### src/rtl/uart_msg_framer_if.sv
// uart_msg_framer_if
// Bundles the framer's upstream handshake (message flag, start pulse,
// FIFO read strobe/data) and its downstream valid/ready word stream.
//   master : the framer (drives MSG_START, RD_REQ, TX_*, BUSY)
//   slave  : the surrounding logic (drives GOT_FULL_MESSAGE, MSG_LEN,
//            PARITY_IN, FIFO_Q, TX_READY)
interface uart_msg_framer_if;
    logic        GOT_FULL_MESSAGE;
    logic [7:0]  MSG_LEN;
    logic        PARITY_IN;
    logic [15:0] FIFO_Q;
    logic        MSG_START;
    logic        RD_REQ;
    logic [15:0] TX_DATA;
    logic        TX_VALID;
    logic        TX_READY;
    logic        TX_LAST;
    logic        BUSY;

    modport master (
        input  GOT_FULL_MESSAGE, MSG_LEN, PARITY_IN, FIFO_Q, TX_READY,
        output MSG_START, RD_REQ, TX_DATA, TX_VALID, TX_LAST, BUSY
    );

    modport slave (
        output GOT_FULL_MESSAGE, MSG_LEN, PARITY_IN, FIFO_Q, TX_READY,
        input  MSG_START, RD_REQ, TX_DATA, TX_VALID, TX_LAST, BUSY
    );
endinterface

### src/rtl/uart_msg_framer.sv
// uart_msg_framer
// Pulls one complete message out of the UART input-buffering stage and
// emits it as a framed packet: HEADER, {SRC_ID,len}, {seq,7'b0,parity},
// payload words, checksum (TX_LAST). The checksum is the 16-bit wrapping
// sum of every accepted word except the header and the checksum itself.
// Ports:
//   CLK, RST : system clock, asynchronous active-high reset
//   bus      : uart_msg_framer_if.master (upstream handshake + TX stream)
// All outputs are registered.
module uart_msg_framer #(
    parameter logic [15:0] HEADER        = 16'hA55A,
    parameter logic [7:0]  SRC_ID        = 8'h01,
    parameter int          SETTLE_CYCLES = 4
) (
    input  logic               CLK,
    input  logic               RST,
    uart_msg_framer_if.master  bus
);

    typedef enum logic [3:0] {
        ST_IDLE    = 4'd0,
        ST_START   = 4'd1,
        ST_SETTLE  = 4'd2,
        ST_HDR     = 4'd3,
        ST_LEN     = 4'd4,
        ST_INFO    = 4'd5,
        ST_RDREQ   = 4'd6,
        ST_RDWAIT  = 4'd7,
        ST_PAYLOAD = 4'd8,
        ST_CSUM    = 4'd9
    } state_t;

    localparam logic [7:0] SETTLE_LAST = 8'(SETTLE_CYCLES - 1);

    state_t      state_r;
    logic [7:0]  settle_cnt_r;
    logic [7:0]  len_r;
    logic        par_r;
    logic [7:0]  remaining_r;
    logic [7:0]  seq_r;
    logic [15:0] csum_r;
    logic [15:0] tx_data_r;
    logic        tx_valid_r;
    logic        tx_last_r;
    logic        msg_start_r;
    logic        rd_req_r;
    logic        busy_r;

    logic        accept_s;
    logic [15:0] csum_next_s;

    // Running checksum: plain 16-bit sum, carries out of bit 15 are dropped.
    function automatic logic [15:0] csum_add(input logic [15:0] acc,
                                             input logic [15:0] word);
        return acc + word;
    endfunction

    assign accept_s    = tx_valid_r && bus.TX_READY;
    // Checksum including the word currently on the bus (used on its acceptance).
    assign csum_next_s = csum_add(csum_r, tx_data_r);

    // Packet sequencer: state, counters and every registered output.
    always_ff @(posedge CLK or posedge RST) begin
        if (RST) begin
            state_r      <= ST_IDLE;
            settle_cnt_r <= 8'd0;
            len_r        <= 8'd0;
            par_r        <= 1'b0;
            remaining_r  <= 8'd0;
            seq_r        <= 8'd0;
            csum_r       <= 16'd0;
            tx_data_r    <= 16'd0;
            tx_valid_r   <= 1'b0;
            tx_last_r    <= 1'b0;
            msg_start_r  <= 1'b0;
            rd_req_r     <= 1'b0;
            busy_r       <= 1'b0;
        end else begin
            case (state_r)
                ST_IDLE: begin
                    if (bus.GOT_FULL_MESSAGE) begin
                        state_r     <= ST_START;
                        msg_start_r <= 1'b1;
                        busy_r      <= 1'b1;
                    end
                end
                ST_START: begin
                    msg_start_r  <= 1'b0;
                    settle_cnt_r <= 8'd0;
                    state_r      <= ST_SETTLE;
                end
                ST_SETTLE: begin
                    // MSG_LEN/PARITY_IN become valid exactly in the first settle cycle.
                    if (settle_cnt_r == 8'd0) begin
                        len_r       <= bus.MSG_LEN;
                        par_r       <= bus.PARITY_IN;
                        remaining_r <= bus.MSG_LEN;
                        csum_r      <= 16'd0;
                    end
                    settle_cnt_r <= settle_cnt_r + 8'd1;
                    if (settle_cnt_r == SETTLE_LAST) begin
                        state_r    <= ST_HDR;
                        tx_data_r  <= HEADER;
                        tx_valid_r <= 1'b1;
                    end
                end
                ST_HDR: begin
                    // Header is deliberately left out of the checksum.
                    if (accept_s) begin
                        tx_data_r <= {SRC_ID, len_r};
                        state_r   <= ST_LEN;
                    end
                end
                ST_LEN: begin
                    if (accept_s) begin
                        csum_r    <= csum_next_s;
                        tx_data_r <= {seq_r, 7'b0, par_r};
                        state_r   <= ST_INFO;
                    end
                end
                ST_INFO, ST_PAYLOAD: begin
                    // remaining_r was already decremented when this payload word was captured.
                    if (accept_s) begin
                        csum_r <= csum_next_s;
                        if (remaining_r == 8'd0) begin
                            tx_data_r <= csum_next_s;
                            tx_last_r <= 1'b1;
                            state_r   <= ST_CSUM;
                        end else begin
                            tx_valid_r <= 1'b0;
                            rd_req_r   <= 1'b1;
                            state_r    <= ST_RDREQ;
                        end
                    end
                end
                ST_RDREQ: begin
                    rd_req_r <= 1'b0;
                    state_r  <= ST_RDWAIT;
                end
                ST_RDWAIT: begin
                    // FIFO_Q is valid the cycle after the read strobe.
                    tx_data_r   <= bus.FIFO_Q;
                    tx_valid_r  <= 1'b1;
                    remaining_r <= remaining_r - 8'd1;
                    state_r     <= ST_PAYLOAD;
                end
                ST_CSUM: begin
                    if (accept_s) begin
                        tx_data_r  <= 16'd0;
                        tx_valid_r <= 1'b0;
                        tx_last_r  <= 1'b0;
                        seq_r      <= seq_r + 8'd1;
                        busy_r     <= 1'b0;
                        state_r    <= ST_IDLE;
                    end
                end
                default: begin
                    state_r     <= ST_IDLE;
                    tx_valid_r  <= 1'b0;
                    tx_last_r   <= 1'b0;
                    msg_start_r <= 1'b0;
                    rd_req_r    <= 1'b0;
                    busy_r      <= 1'b0;
                end
            endcase
        end
    end

    assign bus.MSG_START = msg_start_r;
    assign bus.RD_REQ    = rd_req_r;
    assign bus.TX_DATA   = tx_data_r;
    assign bus.TX_VALID  = tx_valid_r;
    assign bus.TX_LAST   = tx_last_r;
    assign bus.BUSY      = busy_r;

endmodule

### src/flat_wrapper.sv
// flat-port wrapper written by rule: the top's interface ports become plain ports
module uart_msg_framer_flat 
#(
    parameter logic [15:0] HEADER        = 16'hA55A,
    parameter logic [7:0]  SRC_ID        = 8'h01,
    parameter int          SETTLE_CYCLES = 4
)
  (CLK, RST, bus_GOT_FULL_MESSAGE, bus_MSG_LEN, bus_PARITY_IN, bus_FIFO_Q, bus_TX_READY, bus_MSG_START, bus_RD_REQ, bus_TX_DATA, bus_TX_VALID, bus_TX_LAST, bus_BUSY);
  uart_msg_framer_if bus_i ();
  input  logic CLK;
  input  logic RST;
  input wire logic [$bits(bus_i.GOT_FULL_MESSAGE)-1:0] bus_GOT_FULL_MESSAGE;
  input wire logic [$bits(bus_i.MSG_LEN)-1:0] bus_MSG_LEN;
  input wire logic [$bits(bus_i.PARITY_IN)-1:0] bus_PARITY_IN;
  input wire logic [$bits(bus_i.FIFO_Q)-1:0] bus_FIFO_Q;
  input wire logic [$bits(bus_i.TX_READY)-1:0] bus_TX_READY;
  output wire logic [$bits(bus_i.MSG_START)-1:0] bus_MSG_START;
  output wire logic [$bits(bus_i.RD_REQ)-1:0] bus_RD_REQ;
  output wire logic [$bits(bus_i.TX_DATA)-1:0] bus_TX_DATA;
  output wire logic [$bits(bus_i.TX_VALID)-1:0] bus_TX_VALID;
  output wire logic [$bits(bus_i.TX_LAST)-1:0] bus_TX_LAST;
  output wire logic [$bits(bus_i.BUSY)-1:0] bus_BUSY;
  assign bus_i.GOT_FULL_MESSAGE = bus_GOT_FULL_MESSAGE;
  assign bus_i.MSG_LEN = bus_MSG_LEN;
  assign bus_i.PARITY_IN = bus_PARITY_IN;
  assign bus_i.FIFO_Q = bus_FIFO_Q;
  assign bus_i.TX_READY = bus_TX_READY;
  assign bus_MSG_START = bus_i.MSG_START;
  assign bus_RD_REQ = bus_i.RD_REQ;
  assign bus_TX_DATA = bus_i.TX_DATA;
  assign bus_TX_VALID = bus_i.TX_VALID;
  assign bus_TX_LAST = bus_i.TX_LAST;
  assign bus_BUSY = bus_i.BUSY;
  uart_msg_framer #(.HEADER(HEADER), .SRC_ID(SRC_ID), .SETTLE_CYCLES(SETTLE_CYCLES)) u_core (.CLK(CLK), .RST(RST), .bus(bus_i));
endmodule
### config.mk
export PLATFORM = sky130hd
export DESIGN_NAME = uart_msg_framer_flat
export DESIGN_NICKNAME = d
export VERILOG_FILES = /design/src/rtl/uart_msg_framer_if.sv /design/src/rtl/uart_msg_framer.sv /design/src/flat_wrapper.sv
export SDC_FILE = /design/constraint.sdc
export NUM_CORES = 1
export LEC_CHECK = 0
export ABC_AREA = 1
export BUFFER_PORTS_ARGS = -buffer_cell sky130_fd_sc_hd__buf_2
export CAP_MARGIN = 40
export CORE_MARGIN = 4
export CORE_UTILIZATION = 45
export CTS_CLUSTER_SIZE = 14
export DETAILED_ROUTE_END_ITERATION = 10
export MAX_ROUTING_LAYER = met4
export PLACE_DENSITY = 0.64
export SKIP_LAST_GASP = 1
export SYNTH_ARGS = -nofsm -noshare
export SYNTH_HDL_FRONTEND = slang
export SYNTH_SLANG_ARGS = --single-unit
### constraint.sdc
create_clock -name CLK -period 2.05 [get_ports CLK]
set_input_delay 0.205 -clock CLK [delete_from_list [all_inputs] [get_ports CLK]]
set_output_delay 0.205 -clock CLK [all_outputs]
set_load 0.05 [all_outputs]
* Word level (Yosys, flattened, before mapping) *
Index checks and enable logic that the tools add are counted.

storage, ports and cells
  register bits = 74
  input bits = 29
  output and inout port bits = 21
  logic and storage cells = 103

operators by class
  add/subtract/negate cells = 4
  equal/unequal tests = 20
  mux-type cells = 35
  bitwise operators = 5
  reduce and logical (&&, ||, !) cells = 26

operators with widths
  cell                   number
  $mux W16               8
  $pmux W16 S6           1
  $pmux W4 S9            1
  $pmux W16 S2           1
  $pmux W8 S2            2
  $mux W4                7
  $add A16 B16 Y16       1
  $add A8 B1 Y8 const B  2
  $eq A4 B3 Y1 const B   4
  $logic_not A8 Y1       2
  $ne A2 B1 Y1 const B   8
  $reduce_or A8 Y1       2
  $reduce_or A7 Y1       2
  $mux W1                9
  $reduce_and A3 Y1      3
  $eq A4 B2 Y1 const B   2
  $eq A4 B4 Y1 const B   2
  $eq A8 B2 Y1 const B   1
  $mux W8                1
  $reduce_and A2 Y1      4
  $sub A8 B1 Y8 const B  1
  $reduce_and A7 Y1      1
  $pmux W1 S3            2
  $reduce_and A6 Y1      1
  14 further kinds       22

* Longest topological paths before layout *
  depth after elaboration = 4
  gate-level depth with buffers = 13
  depth with buffers taken out = 13

* Least setup slack after synthesis *
Ideal clock, no wire load.

  kind = register to register
  start = register u_core.tx_data_r[0], in the netlist u_core.bus.TX_DATA[0]
  end = register u_core.tx_data_r[6], in the netlist u_core.bus.TX_DATA[6]
  setup time = 0.123 ns
  arrival time = 2.083 ns
  required time = 1.927 ns
  path slack = -0.156 ns
  cell stages (with the launch flop) = 12
  buffers on the path = 0
  period minus slack after synthesis = 2.206 ns
  cells stage by stage = dfrtp_1 > ha_1 > fa_1 > nand2_1 > nand2_1 > nand3_1 > nand2_1 > or2_2 > nand2_1 > nor2_1 > o21ai_0 > nand2_1

between the ends
  longest elaborated chain between the ends = 4

RTL lines
  item                    line                    RTL
  start, declared         uart_msg_framer.sv:42   logic [15:0] tx_data_r;
  start signal, assigned  uart_msg_framer.sv:110  tx_data_r <= {SRC_ID, len_r};
  start signal, assigned  uart_msg_framer.sv:117  tx_data_r <= {seq_r, 7'b0, par_r};
  start signal, assigned  uart_msg_framer.sv:126  tx_data_r <= csum_next_s;
  $add A16 B16 Y16        uart_msg_framer.sv:55   return acc + word;
  $mux W16                uart_msg_framer.sv:125  if (remaining_r == 8'd0) begin
  $mux W16                uart_msg_framer.sv:123  if (accept_s) begin
  $pmux W16 S6            uart_msg_framer.sv:79   case (state_r)

Every way passes these cells. The select of a mux whose other input is x is not followed.
A chain may end at the register's enable or synchronous reset.

* Worst setup path after layout *
  start = register u_core.remaining_r[0]
  end = register u_core.tx_data_r[13], in the netlist u_core.bus.TX_DATA[13]

between the ends
  longest elaborated chain between the ends = 3

RTL lines
  item                         line                    RTL
  start, declared              uart_msg_framer.sv:39   logic [7:0] remaining_r;
  start signal, assigned       uart_msg_framer.sv:97   remaining_r <= bus.MSG_LEN;
  start signal, assigned       uart_msg_framer.sv:144  remaining_r <= remaining_r - 8'd1;
  $logic_not A8 Y1             uart_msg_framer.sv:125
  $ne A2 B1 Y1 (no line)       --
  $reduce_and A7 Y1 (no line)  --
  end signal, assigned         uart_msg_framer.sv:117
  end signal, assigned         uart_msg_framer.sv:126
  end signal, assigned         uart_msg_framer.sv:142  tx_data_r <= bus.FIFO_Q;

Every way passes these cells.

==> out/summary.log <==
[sta] RSZ-0062 raised after global routing false
[yosys] Syn. warnings 0
[sta] post-route clock period utilization 90.8%
[worst_hold_path] Hold Path End u_core.par_r$_DFFE_PP0P_
[global_routing] initial antenna violation count 0
[worst_setup_path] startpoint of the most critical register-to-register path u_core.remaining_r[0]$_DFFE_PP0P_
[floorplan] core area 10300 sq um
[cells_and_area] final design area excluding fillers 5560 sq um
[global_routing] wire length of the first global-routing pass 21.5 mm
[pwr] leakage dissipation 3.12 nW
[sta] hold violation total from the final report 0
[yosys] largest cells by area after synthesis dfrtp_1 (39%), nand2_1 (18%), inv_1 (6.8%)
[clock_network] H-tree levels 3
[worst_setup_path] register-to-register setup slack 190 ps
[sta] actual slew at the worst max-slew pin 667 ps
[cells_and_area] number of nets in the layout 799
[floorplan] effective utilization at floorplan 46.3%
[routing] Detailed Route Iter0 Violations 261
[clock_network] Max Root-Sink Buffers 2
[cells_and_area] area growth from synthesis to final layout 16.2%
[sta] final setup fails 0
[sta] Min Clock Period, post-route 1860 ps
[worst_setup_path] kind of end point of the critical path register
[placed_design] Placed Cells 872
[yosys] leading cell type by number of instances after synthesis nand2_1
[yosys] Post-Synthesis Cells 674
[worst_hold_path] WHS Path Cells 3
[clock_network] number of buffers created by CTS 9
[worst_setup_path] cell with the largest stage delay on the worst path dfrtp_1
[worst_setup_path] maximum single-stage delay on the critical path 380 ps
[worst_setup_path] capturing point of the worst reg2reg path u_core.bus.TX_DATA[13]$_DFFE_PP0P_
[placed_design] number of port buffers 49
[worst_setup_path] crit-path max FO 16
[worst_setup_path] Setup CP Type register to register
[sta] worst hold-check slack 47.0 ps
[sta] pins over their slew limit 0
[yosys] share of Yosys cell area claimed by the top area cell type 38.7%
[placed_design] placed wire-length estimate 9.64 mm
[worst_setup_path] combined buffer and inverter count along the critical path 2
[yosys] most common library cells after synthesis nand2_1 (228), inv_1 (87), dfrtp_1 (74)
[floorplan] die span in y 111 microns
[routing] vias post-DR 4559
[placed_design] worst setup timing slack at the placement stage 42.8 ps
[global_routing] GRT Util Overall 22.0%
[yosys] register bit total from synthesis 74
[worst_setup_path] cell count of the worst reg-to-reg path 11
[clock_network] TritonCTS clock tree yes
[routing] final antenna-violating net count 0
[floorplan] I/O Pins 50
[yosys] count of flip-flops with a built-in enable after synthesis 0
[worst_hold_path] min-delay src bus_PARITY_IN
[yosys] Post-synth ARST share 100%
[clock_network] root buffer cell clkbuf_8
[routing] Detailed Route WL 12.5 mm
[yosys] post-synthesis net count 723
[floorplan] Die Footprint 12300 sq um
[cells_and_area] antenna diode count 0
[worst_setup_path] dominant delay contributor by cell family on the critical path simple AND/OR/NAND/NOR gates
[sta] top achievable clock speed 537 MHz
[pwr] Max rail drop VDD 708 uV
[cells_and_area] utilization of the core after routing 53.8%
[yosys] combined area of all synthesized cells 4780 sq um
[pwr] Final Power 8.39 mW
[clock_network] count of clock tree sinks 74
[global_routing] pin count of the biggest net entering global routing 30
[global_routing] residual overflow from global routing 0
[pwr] power density over cell area 1510 nW/um^2
[cells_and_area] post-layout instance count excluding filler cells 891
[worst_setup_path] CP cell instances inv_1 -> ha_1 -> nand2_1 -> nor2_1 -> nand3_1 -> nand2_2 -> nand3_2 -> inv_2 -> nand2_4 -> nor2_1 -> a21oi_1
[cells_and_area] fraction of final layout cells with drive strength greater than 1 16.8%
[routing] detail-routed via count per cell 5.12
[global_routing] number of global-route vias before repair 4580
[yosys] average cell area after synthesis 7.10 sq um
[worst_setup_path] Crit path required time 2310 ps
[run] number of max-cap violations 0
[cells_and_area] number of inserted filler cells in the final layout 1010
[worst_hold_path] Worst Hold Class input pin to register
[yosys] number of distinct library cells after synthesis 40
[sta] smallest setup slack after layout 188 ps
[run_status] run status finished clean
[routing] average wire per standard cell 14.1 microns
[worst_setup_path] arrival time at the worst endpoint 2120 ps
[floorplan] horizontal die dimension 111 microns
[sta] relative max-transition margin 55.4%
[routing] Initial DRT Pass Iterations 5
[yosys] cell type contributing the most total cell area after synthesis dfrtp_1
[worst_setup_path] Worst setup SP type register
[routing] DRC 0
[yosys] Post-synth top flop dfrtp_1
[yosys] share of synthesized area occupied by flip-flops and latches 38.7%
[clock_network] clock-pin slew on the worst setup and hold paths 80 ps
[clock_network] Skew-Pair Late Insertion Delay 370 ps
[placed_design] routability-driven placement congestion ratio 0.976
[worst_setup_path] cell repeated most along the worst path nor2_1
[sta] skew final 8.20 ps
[sta] total negative setup slack 0 ps
[placed_design] post-placement cell area 5330 sq um
[floorplan] std cell rows 37
-- flip-flops by register name, indices dropped and copies added, names as in the netlist --
register,flops
u_core.seq_r,8
u_core.bus.BUSY,1
u_core.bus.RD_REQ,1
u_core.par_r,1
u_core.remaining_r,8
u_core.bus.TX_DATA,16
u_core.len_r,8
u_core.state_r,4
u_core.bus.TX_VALID,1
u_core.csum_r,16
u_core.settle_cnt_r,8
u_core.bus.TX_LAST,1
u_core.bus.MSG_START,1
-- cell usage in the layout, fill, tap and decap left out, drive strengths merged --
cell type | synthesis | routed
inv | 95 | 94
o21bai | 2 | 2
dfrtp | 74 | 74
nand3b | 2 | 2
xor2 | 11 | 11
clkbuf | 0 | 13
a22oi | 2 | 2
o22ai | 2 | 2
clkinv | 0 | 3
dlygate4sd3 | 0 | 1
nor2 | 63 | 63
nor4 | 1 | 1
nand2 | 238 | 238
o31ai | 2 | 2
clkinvlp | 0 | 1
o221ai | 1 | 1
o21a | 1 | 1
nand3 | 47 | 47
nor3b | 1 | 1
a22o | 6 | 6
and2 | 2 | 2
a31oi | 2 | 2
or2 | 2 | 2
nand4 | 6 | 6
o2111ai | 1 | 1
o211ai | 6 | 6
buf | 9 | 73
o21ai | 45 | 45
fa | 1 | 1
a21oi | 20 | 20
xnor2 | 5 | 5
nor3 | 8 | 8
ha | 19 | 19
-- cell families after synthesis --
logic type	count (synthesis)	synth area share, %
compound gates	90	10.9
xor+xnor	16	2.93
fa+ha+maj	20	5.39
buf+inv	104	8.95
flops	74	38.7
simple gates	370	33.1
-- worst max-delay path by stage --
stage / start / end / slack, ps / depth (start not counted)
after CTS: u_core.bus.TX_DATA[0]$_DFFE_PP0P_ / u_core.bus.TX_DATA[4]$_DFFE_PP0P_ / 20 / 10
final: u_core.remaining_r[0]$_DFFE_PP0P_ / u_core.bus.TX_DATA[13]$_DFFE_PP0P_ / 190 / 11
after floorplan: u_core.bus.TX_DATA[3]$_DFFE_PP0P_ / u_core.bus.TX_DATA[6]$_DFFE_PP0P_ / -60 / 9
after detailed placement: u_core.bus.TX_DATA[0]$_DFFE_PP0P_ / u_core.bus.TX_DATA[4]$_DFFE_PP0P_ / 40 / 10
after global routing: u_core.csum_r[0]$_DFFE_PP0P_ / u_core.bus.TX_DATA[10]$_DFFE_PP0P_ / 6 / 14
after global placement: u_core.bus.TX_DATA[0]$_DFFE_PP0P_ / u_core.bus.TX_DATA[6]$_DFFE_PP0P_ / 100 / 11
-- worst reg2reg max path: stages (launching register included) --
cell     delay [ps]
dfrtp_1         380
inv_1            80
ha_1            170
nand2_1         100
nor2_1          140
nand3_1         150
nand2_2         130
nand3_2         110
inv_2            90
nand2_4         150
nor2_1          160
a21oi_1          80
-- cell type report --
type,instances,area (sq um),area share [%]
sequential,74,1850,33.3
timing repair buffer,74,460,8.28
inverter,95,363,6.53
clock inverter,3,15.0,0.270
clock buffer,13,159,2.86
tap,136,170,3.06
multi-input combinational,496,2540,45.7
-- per-layer routing --
metal	wire length, microns	up-vias	GRT usage (%)
met5	0	-	-
met4	222	0	6.73
met3	553	20	5.08
met2	5950	90	35.7
met1	5800	2147	27.5
li1	-	2302	-
-- power breakdown --
part	internal, mW	switching, mW	total [mW]	leakage [nW]
Combinational	1.63	3.34	4.97	2.08
Clock	0.500	0.543	1.04	0.0932
Sequential	1.97	0.407	2.38	0.947
Total	4.10	4.29	8.39	3.12
-- timing repair --
item	CTS	global route
gates resized for setup	0	10
setup buffers	0	2
hold endpoints to repair	24	0
setup endpoints to repair	0	19
hold buffers	1	0
Note: power is estimated with default switching activity, not from simulation.
